==> src/rtl/mem_arb_ctrl.sv <==
// mem_arb_ctrl: front-end for the internal (priority) port of the word memory.
// After reset, or on an I_init pulse, it clears the whole array. It then shares
// the port between requesters A and B using round-robin arbitration and a
// req/gnt handshake. Read data is registered one cycle after the grant.
// Optional feature macro: MEM_ARB_STATS_EN adds 16-bit saturating per-side grant
// counters (O_a_cnt, O_b_cnt).
module mem_arb_ctrl #(
  parameter int C_ADDRSIZE = 10,
  parameter int C_WORDSIZE = 8
) (
  input  logic                  I_clk,
  input  logic                  I_rst_n,
  input  logic                  I_init,
  output logic                  O_init_busy,
  input  logic                  I_a_req,
  input  logic                  I_a_we,
  input  logic [C_ADDRSIZE-1:0] I_a_addr,
  input  logic [C_WORDSIZE-1:0] I_a_wdata,
  output logic                  O_a_gnt,
  output logic                  O_a_rvalid,
  output logic [C_WORDSIZE-1:0] O_a_rdata,
  input  logic                  I_b_req,
  input  logic                  I_b_we,
  input  logic [C_ADDRSIZE-1:0] I_b_addr,
  input  logic [C_WORDSIZE-1:0] I_b_wdata,
  output logic                  O_b_gnt,
  output logic                  O_b_rvalid,
  output logic [C_WORDSIZE-1:0] O_b_rdata,
  output logic                  O_mem_wen,
  output logic [C_ADDRSIZE-1:0] O_mem_addr,
  output logic [C_WORDSIZE-1:0] O_mem_wdata,
  input  logic [C_WORDSIZE-1:0] I_mem_rdata
`ifdef MEM_ARB_STATS_EN
  ,
  output logic [15:0]           O_a_cnt,
  output logic [15:0]           O_b_cnt
`endif
);

  typedef enum logic [0:0] {
    ST_INIT = 1'b0,
    ST_RUN  = 1'b1
  } state_t;

  localparam logic [C_ADDRSIZE-1:0] LAST_ADDR = {C_ADDRSIZE{1'b1}};
  localparam logic [C_ADDRSIZE-1:0] ADDR_ZERO = {C_ADDRSIZE{1'b0}};
  localparam logic [C_ADDRSIZE-1:0] ADDR_ONE  = {{(C_ADDRSIZE-1){1'b0}}, 1'b1};
  localparam logic [C_WORDSIZE-1:0] WORD_ZERO = {C_WORDSIZE{1'b0}};

  state_t                  state_r;
  state_t                  state_nxt_s;
  logic [C_ADDRSIZE-1:0]   clr_cnt_r;
  logic [C_ADDRSIZE-1:0]   addr_hold_r;
  logic                    last_b_r;      // 1: B was granted last, so A wins a tie
  logic                    init_busy_r;
  logic                    a_rvalid_r;
  logic                    b_rvalid_r;
  logic [C_WORDSIZE-1:0]   a_rdata_r;
  logic [C_WORDSIZE-1:0]   b_rdata_r;
  logic                    gnt_a_s;
  logic                    gnt_b_s;
  logic                    mem_wen_s;
  logic [C_ADDRSIZE-1:0]   mem_addr_s;
  logic [C_WORDSIZE-1:0]   mem_wdata_s;

  // Next-state, arbitration and memory-port mux.
  always_comb begin
    state_nxt_s = state_r;
    gnt_a_s     = 1'b0;
    gnt_b_s     = 1'b0;
    mem_wen_s   = 1'b0;
    mem_addr_s  = addr_hold_r;
    mem_wdata_s = WORD_ZERO;
    case (state_r)
      ST_INIT: begin
        mem_wen_s   = 1'b1;
        mem_addr_s  = clr_cnt_r;
        mem_wdata_s = WORD_ZERO;
        if (clr_cnt_r == LAST_ADDR) begin
          state_nxt_s = ST_RUN;
        end else begin
          state_nxt_s = ST_INIT;
        end
      end
      ST_RUN: begin
        if (I_a_req && (!I_b_req || last_b_r)) begin
          gnt_a_s = 1'b1;
        end else if (I_b_req) begin
          gnt_b_s = 1'b1;
        end else begin
          gnt_a_s = 1'b0;
          gnt_b_s = 1'b0;
        end
        if (gnt_a_s) begin
          mem_wen_s   = I_a_we;
          mem_addr_s  = I_a_addr;
          mem_wdata_s = I_a_wdata;
        end else if (gnt_b_s) begin
          mem_wen_s   = I_b_we;
          mem_addr_s  = I_b_addr;
          mem_wdata_s = I_b_wdata;
        end else begin
          mem_wen_s   = 1'b0;
          mem_addr_s  = addr_hold_r;
        end
        // A grant issued in the same cycle as I_init still completes.
        if (I_init) begin
          state_nxt_s = ST_INIT;
        end else begin
          state_nxt_s = ST_RUN;
        end
      end
      default: begin
        state_nxt_s = ST_INIT;
      end
    endcase
  end

  // Control state, clear counter, RR pointer and read-return registers.
  always_ff @(posedge I_clk or negedge I_rst_n) begin
    if (!I_rst_n) begin
      state_r     <= ST_INIT;
      clr_cnt_r   <= ADDR_ZERO;
      addr_hold_r <= ADDR_ZERO;
      last_b_r    <= 1'b1;
      init_busy_r <= 1'b1;
      a_rvalid_r  <= 1'b0;
      b_rvalid_r  <= 1'b0;
      a_rdata_r   <= WORD_ZERO;
      b_rdata_r   <= WORD_ZERO;
    end else begin
      state_r     <= state_nxt_s;
      init_busy_r <= (state_nxt_s == ST_INIT);
      addr_hold_r <= mem_addr_s;
      // The counter wraps back to zero on the last clear write.
      if (state_r == ST_INIT) begin
        clr_cnt_r <= clr_cnt_r + ADDR_ONE;
      end else if (state_nxt_s == ST_INIT) begin
        clr_cnt_r <= ADDR_ZERO;
      end
      if (gnt_a_s) begin
        last_b_r <= 1'b0;
      end else if (gnt_b_s) begin
        last_b_r <= 1'b1;
      end
      a_rvalid_r <= gnt_a_s & ~I_a_we;
      b_rvalid_r <= gnt_b_s & ~I_b_we;
      if (gnt_a_s && !I_a_we) begin
        a_rdata_r <= I_mem_rdata;
      end
      if (gnt_b_s && !I_b_we) begin
        b_rdata_r <= I_mem_rdata;
      end
    end
  end

`ifdef MEM_ARB_STATS_EN
  logic [15:0] a_cnt_r;
  logic [15:0] b_cnt_r;

  // Saturating grant counters, cleared when a clear sequence starts.
  always_ff @(posedge I_clk or negedge I_rst_n) begin
    if (!I_rst_n) begin
      a_cnt_r <= 16'h0000;
      b_cnt_r <= 16'h0000;
    end else if ((state_r == ST_RUN) && (state_nxt_s == ST_INIT)) begin
      a_cnt_r <= 16'h0000;
      b_cnt_r <= 16'h0000;
    end else begin
      if (gnt_a_s && (a_cnt_r != 16'hFFFF)) begin
        a_cnt_r <= a_cnt_r + 16'h0001;
      end
      if (gnt_b_s && (b_cnt_r != 16'hFFFF)) begin
        b_cnt_r <= b_cnt_r + 16'h0001;
      end
    end
  end

  assign O_a_cnt = a_cnt_r;
  assign O_b_cnt = b_cnt_r;
`endif

  assign O_init_busy = init_busy_r;
  assign O_a_gnt     = gnt_a_s;
  assign O_b_gnt     = gnt_b_s;
  assign O_a_rvalid  = a_rvalid_r;
  assign O_b_rvalid  = b_rvalid_r;
  assign O_a_rdata   = a_rdata_r;
  assign O_b_rdata   = b_rdata_r;
  assign O_mem_wen   = mem_wen_s;
  assign O_mem_addr  = mem_addr_s;
  assign O_mem_wdata = mem_wdata_s;

endmodule

==> config.mk <==
export PLATFORM = sky130hd
export DESIGN_NAME = mem_arb_ctrl
export DESIGN_NICKNAME = d
export VERILOG_FILES = /design/src/rtl/mem_arb_ctrl.sv
export SDC_FILE = /design/constraint.sdc
export NUM_CORES = 1
export LEC_CHECK = 0
export CAP_MARGIN = 40
export CELL_PAD_IN_SITES_DETAIL_PLACEMENT = 0
export CELL_PAD_IN_SITES_GLOBAL_PLACEMENT = 2
export CORE_MARGIN = 8
export CORE_UTILIZATION = 25
export CTS_BUF_LIST = sky130_fd_sc_hd__clkbuf_16
export DETAILED_ROUTE_END_ITERATION = 8
export GPL_ROUTABILITY_DRIVEN = 0
export GPL_TIMING_DRIVEN = 0
export PLACE_DENSITY_LB_ADDON = 0.3
export SLEW_MARGIN = 10
export SYNTH_ARGS = -nofsm -noshare
export SYNTH_HDL_FRONTEND = slang
export SYNTH_SLANG_ARGS = --single-unit
export TNS_END_PERCENT = 100
==> constraint.sdc <==
create_clock -name I_clk -period 2 [get_ports I_clk]
set_input_delay 0.5 -clock I_clk [delete_from_list [all_inputs] [get_ports I_clk]]
set_output_delay 0.5 -clock I_clk [all_outputs]
set_load 0.02 [all_outputs]
==> impl_metrics.py <==
metrics = {
    "synthesis": {
        "yosysTopAreaCell": "dfrtp_1",
        "yosysWarnings": 0,
        "synth_area_leaders": "dfrtp_1 48%, mux2_2 8.9%, a221oi_1 4.3%",
        "syn_area_um2": 2040,
        "syn_nets": 237,
        "async_flop_share_pct": 100,
        "avgSynthCellArea_um2": 11.0,
        "synth_seq_area_share_pct": 50.5,
        "syn_inst": 185,
        "ys.flop_type": "dfrtp_1",
        "synth_edf_count": 0,
        "synth_top_cell_area_share_pct": 47.9,
        "yosys-top-cells-count": "39 x dfrtp_1, 22 x nand2_1, 16 x mux2_2",
        "synth.ff_latch_count": 41,
        "synth_most_common_cell": "dfrtp_1",
        "ys_types": 42,
    },
    "timing": {
        "slew_violations": 0,
        "finClkSkew_ns": 0.00398,
        "setup_viol": 12,
        "rsz0062_at_grt": "true",
        "period_needed_ns": 2.18,
        "layout_setup_ws_ns": -0.175,
        "hold_viol_final": 0,
        "finalCritPeriodShare_pct": 109,
        "slew_headroom_pct": 64.0,
        "max_slew.worst_pin.slew_ns": 0.538,
        "clock.fmax_mhz": 460,
    },
    "routing": {
        "wirelength_mm": 7.07,
        "vias": 1953,
        "post_drt_wl_per_cell_um": 17.5,
        "route.detailed.drc": 0,
        "drtPass1Iterations": 4,
        "drtIter0Drc": 48,
        "viasPerCell": 4.82,
        "antenna_left": 0,
    },
    "floorplanning": {
        "die_width_um": 106,
        "initial_utilization_pct": 25.3,
        "dieArea_um2": 11300,
        "die_y_um": 106,
        "ioPinCount": 91,
        "core_area_um2": 8050,
        "num_rows": 33,
    },
    "global_routing": {
        "grt_util_met2_pct": 22.5,
        "grt_overflow_total": 0,
        "grt_pass1_wl_mm": 11.7,
        "top_usage_layer": "met2",
        "met3_usage_pct": 2.24,
        "antenna_found_initial": 0,
        "grt.total_usage_pct": 13.0,
        "grt_max_degree": 29,
        "grt_pass1_vias": 2084,
        "gr-usage-met1_pct": 15.8,
    },
    "cts": {
        "clockBufferDepth": 2,
        "insertion_delay_ns": 0.28,
        "cts_tree": "built",
        "h-tree-depth": 2,
        "ctsHoldBuffers": 0,
        "cts_buffers": 5,
        "clkSinkCount": 41,
        "cts-root-buf": "clkbuf_16",
        "cts.clk_slew.worst_paths_ns": 0.06,
    },
    "critical_path": {
        "setup.worst_path.class": "register to output pin",
        "critical_path.top_delay_family": "buffers and inverters",
        "critPathSlowestCell": "dfstp_2",
        "required_ns": 1.50,
        "startpoint_type": "register",
        "crit_chain": "buf_6, nor2b_4, buf_6, nor3_2, o31ai_2, buf_4",
        "worst-path-buf-inv": 3,
        "crit_path_max_incr_delay_ns": 0.37,
        "worstPathMaxFanout": 5,
        "cp-end-kind": "output pin",
        "cp.arrival_ns": 1.68,
        "cpMostUsedCell": "buf_6",
    },
    "final_layout": {
        "nNetsFinal": 351,
        "diodes": 0,
        "ff_latch_area_um2": 1030,
        "layout-area-overhead-vs-synth_pct": 79.2,
        "fin_cells": 405,
        "fillCellCount": 783,
        "drive_gt1_share_pct": 35.3,
        "final_util_pct": 45.3,
        "multiInputGateArea_um2": 1150,
    },
    "power": {
        "sequentialPowerShare_pct": 36.6,
        "p_comb_share_pct": 35.7,
        "powerDensity_nw_per_um2": 892,
        "p_sw_share_pct": 32.5,
        "power_mw": 3.25,
        "cellInternalPower_mw": 2.20,
        "pwr-share-clk_pct": 27.7,
        "cellLeakagePower_nw": 1.52,
        "ir_drop_uv": 299,
        "p_switching_mw": 1.06,
    },
    "run_status": {
        "violations": "negative setup slack",
        "status": "complete, but fails checks",
    },
    "placement": {
        "dp_hpwl_mm": 5.08,
        "placed_cells": 379,
        "port-buffer-count": 88,
        "place_ws_ns": -1.20,
    },
    "flow_run": {
        "cap_violations": 0,
    },
    "hold_path": {
        "hold_path.class": "primary input to asynchronous set/reset pin",
    },
}
## placed cells by master, fill, tap and decap left out, drive strengths merged, types with 2 or more instances in the layout
master         synthesis  routed
o21ai                  2       2
clkdlybuf4s50          0      64
xnor2                  2       2
a22o                   8       8
o2bb2ai                2       2
nand4                  2       2
nand3b                 3       3
dfrtp                 39      39
dfstp                  2       2
nand3                  2       2
nor3                  11      11
a221oi                10      10
o211ai                 2       2
or4                    3       3
clkinv                 1       2
inv                    2       2
nand2                 22      22
nand2b                 2       2
and2b                  2       2
o22ai                  2       2
nor2b                 10      10
clkbuf                 6      13
o31ai                 10      10
nor2                   5       5
buf                    5      44
a21oi                  2       3
mux2                  16      16
## power by group through the flow
stage | Clock [mW] | Sequential (mW) | Combinational, mW
5_1_grt | 0.957 | 1.23 | 1.27
6_report | 0.901 | 1.19 | 1.16
3_3_place_gp | 0 | 1.20 | 1.03
2_1_floorplan | 0 | 1.18 | 0.581
3_5_place_dp | 0 | 1.21 | 1.03
4_1_cts | 0.916 | 1.19 | 1.12
## cell type report
| type | instances | share of cell area [%] |
|---|---|---|
| Clock inverter | 3 | 1.03 |
| Inverter | 3 | 0.446 |
| Timing Repair Buffer | 106 | 28.5 |
| Multi-Input combinational cell | 131 | 31.6 |
| Tap cell | 105 | 3.60 |
| Clock buffer | 5 | 3.43 |
| Sequential cell | 41 | 28.2 |
| Buffer | 11 | 3.19 |
## final timing paths
check | startpoint | endpoint | slack, ns | cells after the start
max | last_b_r$_DFFE_PN1P_ | O_mem_addr[0] | -0.18 | 6
min | I_rst_n | O_a_rdata[4]$_DFFE_PN0P_ | 0.12 | 1
max reg2reg | last_b_r$_DFFE_PN1P_ | O_a_rdata[4]$_DFFE_PN0P_ | 0.25 | 5
min reg2reg | O_b_rdata[2]$_DFFE_PN0P_ | O_b_rdata[2]$_DFFE_PN0P_ | 0.50 | 1
max in group asynchronous | I_rst_n | last_b_r$_DFFE_PN1P_ | 1.34 | 2
min in group I_clk | O_b_rdata[2]$_DFFE_PN0P_ | O_b_rdata[2]$_DFFE_PN0P_ | 0.50 | 1
## logic make-up (layout without fill, tap and decap cells)
logic type,count (synthesis),count (layout),synth area share (%)
adders and majority gates,1,1,0.615
buffers and inverters,14,128,2.89
xor gates and xnor gates,3,3,1.29
DFF,41,41,50.5
and+or+nand+nor,64,64,16.8
muxes,17,17,9.34
AOI/OAI and AO/OA,45,46,18.5
## registers in the layout, summed over array words and instances, names as in the netlist
register,flops
last_b_r,1
O_a_rvalid,1
O_b_rdata,8
state_r,1
clr_cnt_r,10
O_init_busy,1
addr_hold_r,10
O_b_rvalid,1
O_a_rdata,8
## per-layer routing
layer | up-vias | wire, um
li1 | 931 | -
met1 | 969 | 2940
met2 | 48 | 3670
met3 | 5 | 387
met4 | 0 | 74
met5 | - | 0
## stage by stage
stage / setup TNS [ns] / hold slack, ns / area [um^2]
floorplan: 0 / 0.204 / 2090
global placement: -53.50 / 0.490 / 3100
detailed placement: -26.59 / 0.431 / 3120
CTS: -1.59 / 0.131 / 3570
global route: -2.83 / 0.146 / 3650
finish: -1.60 / 0.121 / 3650
## what timing repair did
item                       4_1_cts  5_1_grt
pin swaps                        9        9
buffers inserted                12        4
cloned                           2        1
resized for setup              154       20
setup endpoints to repair       29       21
Power figures use the tool's default switching activity.
